## src/rtl/shift_reg_pkg.sv

```systemverilog
// Shared op codes, FSM state type and op classification for the shift register engine.
package shift_reg_pkg;

  localparam int unsigned OP_W = 3;

  localparam logic [OP_W-1:0] OP_NOP   = 3'd0;
  localparam logic [OP_W-1:0] OP_SHL   = 3'd1;
  localparam logic [OP_W-1:0] OP_SHR   = 3'd2;
  localparam logic [OP_W-1:0] OP_LOAD  = 3'd3;
  localparam logic [OP_W-1:0] OP_ROL   = 3'd4;
  localparam logic [OP_W-1:0] OP_ROR   = 3'd5;
  localparam logic [OP_W-1:0] OP_ASR   = 3'd6;
  localparam logic [OP_W-1:0] OP_CLEAR = 3'd7;

  typedef enum logic {
    S_IDLE = 1'b0,
    S_RUN  = 1'b1
  } state_e;

  // Ops that move lanes and honour the step count.
  function automatic logic is_step_op(input logic [OP_W-1:0] op);
    return (op == OP_SHL) || (op == OP_SHR) || (op == OP_ROL) ||
           (op == OP_ROR) || (op == OP_ASR);
  endfunction

endpackage

```

## src/rtl/shift_reg_step.sv

```systemverilog
// One lane-wide step of the shift/rotate datapath; purely combinational.
module shift_reg_step
  import shift_reg_pkg::*;
#(
  parameter int unsigned WIDTH = 8,
  parameter int unsigned LANE  = 1
) (
  input  logic [WIDTH-1:0] cur_word,
  input  logic [OP_W-1:0]  op,
  input  logic [LANE-1:0]  s_in_l,
  input  logic [LANE-1:0]  s_in_r,
  output logic [WIDTH-1:0] next_word_c,
  output logic [LANE-1:0]  lanes_c
);

  always_comb begin
    next_word_c = cur_word;
    lanes_c     = '0;
    case (op)
      OP_SHL: begin
        next_word_c = {cur_word[WIDTH-LANE-1:0], s_in_l};
        lanes_c     = cur_word[WIDTH-1 -: LANE];
      end
      OP_SHR: begin
        next_word_c = {s_in_r, cur_word[WIDTH-1:LANE]};
        lanes_c     = cur_word[LANE-1:0];
      end
      OP_ROL: begin
        next_word_c = {cur_word[WIDTH-LANE-1:0], cur_word[WIDTH-1 -: LANE]};
        lanes_c     = cur_word[WIDTH-1 -: LANE];
      end
      OP_ROR: begin
        next_word_c = {cur_word[LANE-1:0], cur_word[WIDTH-1:LANE]};
        lanes_c     = cur_word[LANE-1:0];
      end
      OP_ASR: begin
        next_word_c = {{LANE{cur_word[WIDTH-1]}}, cur_word[WIDTH-1:LANE]};
        lanes_c     = cur_word[LANE-1:0];
      end
      default: ;
    endcase
  end

endmodule

```

## src/rtl/shift_reg_engine.sv

```systemverilog
// Command-driven multi-step shift/rotate register with valid/ready issue and done pulse.
module shift_reg_engine
  import shift_reg_pkg::*;
#(
  parameter int unsigned WIDTH = 8,
  parameter int unsigned LANE  = 1,
  parameter int unsigned CNT_W = 4
) (
  input  logic             clk,
  input  logic             rst,
  input  logic             cmd_valid,
  output logic             cmd_ready,
  input  logic [2:0]       cmd_op,
  input  logic [CNT_W-1:0] cmd_count,
  input  logic [WIDTH-1:0] p_in,
  input  logic [LANE-1:0]  s_in_l,
  input  logic [LANE-1:0]  s_in_r,
  output logic [WIDTH-1:0] out,
  output logic [LANE-1:0]  s_out,
  output logic             busy,
  output logic             done
);

  state_e           state_q, state_d;
  logic [CNT_W-1:0] remaining_q, remaining_d;
  logic [OP_W-1:0]  op_q, op_d;
  logic [WIDTH-1:0] out_d;
  logic [LANE-1:0]  s_out_d;
  logic             busy_d, done_d;

  logic             accept_c;
  logic [OP_W-1:0]  step_op_c;
  logic [WIDTH-1:0] step_word_c;
  logic [LANE-1:0]  step_lanes_c;

  // Ready only depends on busy and reset so upstream sees no loop through cmd_valid.
  assign cmd_ready = !busy && !rst;
  assign accept_c  = cmd_valid && cmd_ready;
  assign step_op_c = (state_q == S_RUN) ? op_q : OP_W'(cmd_op);

  shift_reg_step #(
    .WIDTH (WIDTH),
    .LANE  (LANE)
  ) u_step (
    .cur_word    (out),
    .op          (step_op_c),
    .s_in_l      (s_in_l),
    .s_in_r      (s_in_r),
    .next_word_c (step_word_c),
    .lanes_c     (step_lanes_c)
  );

  always_ff @(posedge clk) begin
    if (rst) begin
      state_q     <= S_IDLE;
      remaining_q <= '0;
      op_q        <= OP_NOP;
      out         <= '0;
      s_out       <= '0;
      busy        <= 1'b0;
      done        <= 1'b0;
    end else begin
      state_q     <= state_d;
      remaining_q <= remaining_d;
      op_q        <= op_d;
      out         <= out_d;
      s_out       <= s_out_d;
      busy        <= busy_d;
      done        <= done_d;
    end
  end

  always_comb begin
    state_d     = state_q;
    remaining_d = remaining_q;
    op_d        = op_q;
    out_d       = out;
    s_out_d     = s_out;
    busy_d      = 1'b0;
    done_d      = 1'b0;

    case (state_q)
      S_IDLE: begin
        if (accept_c) begin
          op_d = OP_W'(cmd_op);
          if (is_step_op(OP_W'(cmd_op))) begin
            if (cmd_count == '0) begin
              done_d = 1'b1;
            end else begin
              out_d   = step_word_c;
              s_out_d = step_lanes_c;
              if (cmd_count == CNT_W'(1)) begin
                done_d = 1'b1;
              end else begin
                state_d     = S_RUN;
                remaining_d = cmd_count - CNT_W'(1);
                busy_d      = 1'b1;
              end
            end
          end else begin
            done_d = 1'b1;
            if (OP_W'(cmd_op) == OP_LOAD) begin
              out_d = p_in;
            end else if (OP_W'(cmd_op) == OP_CLEAR) begin
              out_d   = '0;
              s_out_d = '0;
            end
          end
        end
      end

      S_RUN: begin
        out_d   = step_word_c;
        s_out_d = step_lanes_c;
        if (remaining_q == CNT_W'(1)) begin
          state_d     = S_IDLE;
          remaining_d = '0;
          done_d      = 1'b1;
        end else begin
          remaining_d = remaining_q - CNT_W'(1);
          busy_d      = 1'b1;
        end
      end

      default: state_d = S_IDLE;
    endcase
  end

endmodule
```

## config.mk

```make
export PLATFORM = sky130hd
export DESIGN_NAME = shift_reg_engine
export DESIGN_NICKNAME = d
export VERILOG_FILES = /design/src/rtl/shift_reg_pkg.sv /design/src/rtl/shift_reg_step.sv /design/src/rtl/shift_reg_engine.sv
export SDC_FILE = /design/constraint.sdc
export NUM_CORES = 1
export LEC_CHECK = 0
export ABC_AREA = 1
export CAP_MARGIN = 10
export CELL_PAD_IN_SITES_DETAIL_PLACEMENT = 1
export CELL_PAD_IN_SITES_GLOBAL_PLACEMENT = 1
export CORE_MARGIN = 2
export CORE_UTILIZATION = 37
export CTS_CLUSTER_SIZE = 25
export DETAILED_ROUTE_END_ITERATION = 16
export PLACE_DENSITY_LB_ADDON = 0.1
export RECOVER_POWER = 50
export SLEW_MARGIN = 20
export SYNTH_ARGS = -nofsm -noshare
export SYNTH_HDL_FRONTEND = slang
export SYNTH_SLANG_ARGS = --single-unit
```

## constraint.sdc

```tcl
create_clock -name clk -period 3.4 [get_ports clk]
set_input_delay 0.34 -clock clk [delete_from_list [all_inputs] [get_ports clk]]
set_output_delay 0.34 -clock clk [all_outputs]
set_load 0.02 [all_outputs]
```

* Word-level counts from Yosys, hierarchy flattened *
Cells that the tools add are included.

cells by class
  $add $sub $neg = 2
  equal/unequal tests = 22
  multiplexer cells = 33
  bitwise operators = 1
  reductions and logical operators = 15

operators by type and width
  operator             count
  $mux 8               5
  $pmux 8 s5           1
  $eq 3x3->1 const B   7
  $mux 4               5
  $pmux 8 s2           1
  $mux 1               15
  $eq 3x2->1 const B   3
  $ne 3x3->1 const B   3
  $eq 4x1->1 const B   2
  $ne 2x2->1 const B   4
  $pmux 1 s2           4
  $pmux 4 s2           1
  $reduce_and 4->1     2
  $sub 4x1->4 const B  2
  $eq 3x1->1 const B   2
  $logic_not 4->1      1
  $logic_or 1x1->1     4
  $ne 4x4->1 const B   1
  $mux 3               1
  $reduce_and 3->1     1
  $reduce_or 3->1      1
  $logic_and 1x1->1    2
  $logic_not 1->1      2
  $reduce_and 2->1     1
  other kinds (2)      2

word-level totals
  flip-flop bits (word level) = 18
  input bits = 20
  output and inout bits = 12
  logic and storage cells = 79

* Depth between registers and ports, before layout *
  depth after elaboration = 8
  depth in mapped cells = 10
  depth with buffers taken out = 10

* By module *
From an unflattened synthesis, not the netlist that was laid out.

unflattened totals
  cell total of the unflattened synthesis = 246
  area, all modules = 1,512.7 µm²

modules (own cells, without submodules)
  module            instances  cells an instance  area each (µm²)  sequential area each (µm²)
  shift_reg_engine  1          187                1,208.7          360.3
  shift_reg_step    1          59                 304.0            0.0

* Worst setup path before layout *
Ideal clock, no wire load.

  kind = input to register
  from = input port rst
  to = register out[3]
  library setup time = 122 ps
  arrival time = 1,464 ps
  required time = 3,278 ps
  path slack = 1,814 ps
  cell stages on the path = 9
  path buffers = 2
  cells stage by stage = buf_2 nor2_2 nand2_2 inv_1 nand3_1 nand2_2 buf_6 o21a_1 a21oi_2

between the ends
  word-level cells in the longest chain between the ends = 5

RTL lines
  element                            RTL line                RTL
  start, declared                    shift_reg_engine.sv:10  input logic rst,
  $logic_not 1->1                    shift_reg_engine.sv:37  assign cmd_ready = !busy && !rst;
  $logic_and 1x1->1                  shift_reg_engine.sv:37
  net cmd_ready                      shift_reg_engine.sv:12  output logic cmd_ready,
  $logic_and 1x1->1                  shift_reg_engine.sv:38  assign accept_c = cmd_valid && cmd_ready;
  $ne 2x2->1 (no source line)        n/a
  $reduce_and 3->1 (no source line)  n/a
  end signal, assigned               shift_reg_engine.sv:66  out <= out_d;
  end, declared                      shift_reg_engine.sv:18  output logic [WIDTH-1:0] out,

The timed path passes the listed nets, and every way through them passes these cells.
A chain may end at the register's enable or synchronous reset.

* Worst setup path in the final report *
  from = input port rst
  to = output port cmd_ready

between the ends
  word-level cells in the longest chain between the ends = 2

RTL lines
  element            RTL line
  $logic_not 1->1    shift_reg_engine.sv:37
  $logic_and 1x1->1  shift_reg_engine.sv:37
  end, declared      shift_reg_engine.sv:12

No other way between the ends.

==> results.sh <==
export IMPL_port_buffers=31
export IMPL_worstMarginPinSlew_ns=0.521
export IMPL_drive_above_1_share_pct=11.6
export IMPL_synth_cell_types=30
export IMPL_track_usage_pct=19.0
export IMPL_cp_end_kind="primary output"
export IMPL_drt_iter0_drc=36
export IMPL_final_antenna_net_count=0
export IMPL_die_h_um=64.7
export IMPL_critPathMaxFanout=8
export IMPL_cts_setup_buffers=0
export IMPL_drc_errors=0
export IMPL_met2_usage_pct=35.3
export IMPL_grt_met1_usage_pct=22.3
export IMPL_async_reset_ff_share_pct=0
export IMPL_wl_per_cell_um=12.1
export IMPL_ys_seq_area_share_pct=26.4
export IMPL_multi_input_area_um2=836
export IMPL_hold_path_class="reg -> reg"
export IMPL_crit_required_ns=3.06
export IMPL_ys_ff_latch=18
export IMPL_syn_mean_instance_area_um2=6.43
export IMPL_vias=1410
export IMPL_setup_viol=0
export IMPL_dieArea_um2=4180
export IMPL_arrival_ns=1.77
export IMPL_mostFrequentLayoutCells="nand2_1, inv_1, clkdlybuf4s50_1"
export IMPL_synthCells=212
export IMPL_rows=22
export IMPL_grt_pass1_wl_um=6360
export IMPL_drt_wl_total_um=3510
export IMPL_antennaDiodeCount=0
export IMPL_cts_buffers=3
export IMPL_io_pins=32
export IMPL_cts_resized=0
export IMPL_core_area_um2=3610
export IMPL_powerDensity_nw_per_um2=391
export IMPL_finClkSkew_ns=0.00143
export IMPL_start_util_pct=37.8
export IMPL_cts_max_level=1
export IMPL_crit_path_start_kind="input port"
export IMPL_max_slew_margin_pct=65.2
export IMPL_cts_buffer_depth=2
export IMPL_timing_final_hold_violations=0
export IMPL_syn_to_final_growth_pct=27.5
export IMPL_layout_cells_non_filler=289
export IMPL_fin_util_pct=48.2
export IMPL_seq_area_um2=360
export IMPL_post_route_min_period_ns=2.11
export IMPL_tns_ns=0
export IMPL_synth_nets=236
export IMPL_final_common_cell="nand2_1"
export IMPL_dp_cells=285
export IMPL_dp_hpwl_um=2710
export IMPL_grt_pass1_vias=1445
export IMPL_synthFlopType="dfxtp_1"
export IMPL_busiest_layer="met2"
export IMPL_cts_sinks=18
export IMPL_final_nets=266
export IMPL_fin_hold_ws_ns=0.479
export IMPL_clk_pin_slew_ns=0.07
export IMPL_dr_pass1_iters=4
export IMPL_viasPerCell=4.88
export IMPL_fin_ws_ns=1.29
export IMPL_root_buffer="clkbuf_8"
export IMPL_grt_max_degree=18
export IMPL_max_cap_viol_count=0
export IMPL_n_fill_cell=484
export IMPL_dp_slack_ns=1.31
export IMPL_status="finished clean"
export IMPL_antenna_found_initial=0
export IMPL_ctsHoldBuffers=0
export IMPL_yosys_warnings=0
export IMPL_use_met3_pct=4.17
export IMPL_gp_congestion=0.752
export IMPL_die_x_um=64.7
export IMPL_timing_fmax_ghz=0.474
export IMPL_insertion_delay_ns=0.26
export IMPL_vdd_drop_max_v=0.000201
export IMPL_p_leak_nw=0.789
export IMPL_cts_tree="yes"
export IMPL_slew_violations=0
export IMPL_grt_overflow=0
export IMPL_worstSetupPathType="in -> out"
export IMPL_rsz0062_at_grt="false"
export IMPL_synth_edf_count=0
export IMPL_syn_area_um2=1360
export IMPL_period_share_pct=62.0
## area by class of cell
class,count,share of cell area (%)
Multi-Input combinational cell,157,48.1
Timing Repair Buffer,31,17.9
Tap cell,48,3.46
Sequential cell,18,20.7
Inverter,31,6.70
Clock buffer,4,3.17
## cell usage after synthesis (3+ instances only)
master | count | area [µm²]
dfxtp_1 | 18 | 360
inv_2 | 4 | 15.0
o21ai_0 | 16 | 80.1
nand2_2 | 12 | 75.1
inv_1 | 27 | 101
nand4_1 | 4 | 25.0
nand3_1 | 17 | 85.1
ha_1 | 4 | 50.1
a21oi_2 | 3 | 26.3
nand2_1 | 52 | 195
nor2_1 | 12 | 45.0
o21a_1 | 8 | 60.1
buf_6 | 3 | 33.8
a21oi_1 | 10 | 50.1
## final timing paths
kind	from	end	slack [ns]	depth (start not counted)
setup reg to reg	state_q	out[2]	1.54	9
setup / recovery	rst	cmd_ready	1.29	3
hold / removal	op_q[2]	op_q[2]	0.48	2
hold reg to reg	op_q[2]	op_q[2]	0.48	2
## layer usage
metal | part of all wire, % | up-vias
li1 | - | 742
met1 | 48 | 642
met2 | 48 | 24
met3 | 3.5 | 2
met4 | 0.54 | 0
met5 | 0 | -
## state kept, by name (all words and copies together) (netlist names)
name and cells:
remaining_q 4, out 8, done 1, state_q 1, s_out 1, op_q 3
## power breakdown
part	switching (W)	internal, W
clock	0.0000771	0.000103
sequential	0.0000252	0.000232
combinational	0.000139	0.000102
## cell families (layout without fill, tap and decap cells)
kind of cell    after synthesis  count (layout)  synth area share (%)
flops                        18              18                  26.4
simple gates                103             103                  34.7
fa+ha+maj                     4               4                  3.67
xor+xnor                      4               4                  2.57
compound gates               46              46                  20.6
buf+inv                      37              66                  12.0
## through the flow
| stage | cell area, µm² | power (W) |
|---|---|---|
| floorplan | 1360 | 0.000432 |
| global placement | 1690 | 0.000510 |
| detailed placement | 1690 | 0.000513 |
| CTS | 1740 | 0.000696 |
| global route | 1740 | 0.000736 |
| finish | 1740 | 0.000679 |
## critical path, stage by stage
cell and delay, ns:
dlygate4sd3_1 0.66, nor2_2 0.15, clkdlybuf4s50_1 0.62
Note: power is estimated with default switching activity, not from simulation.
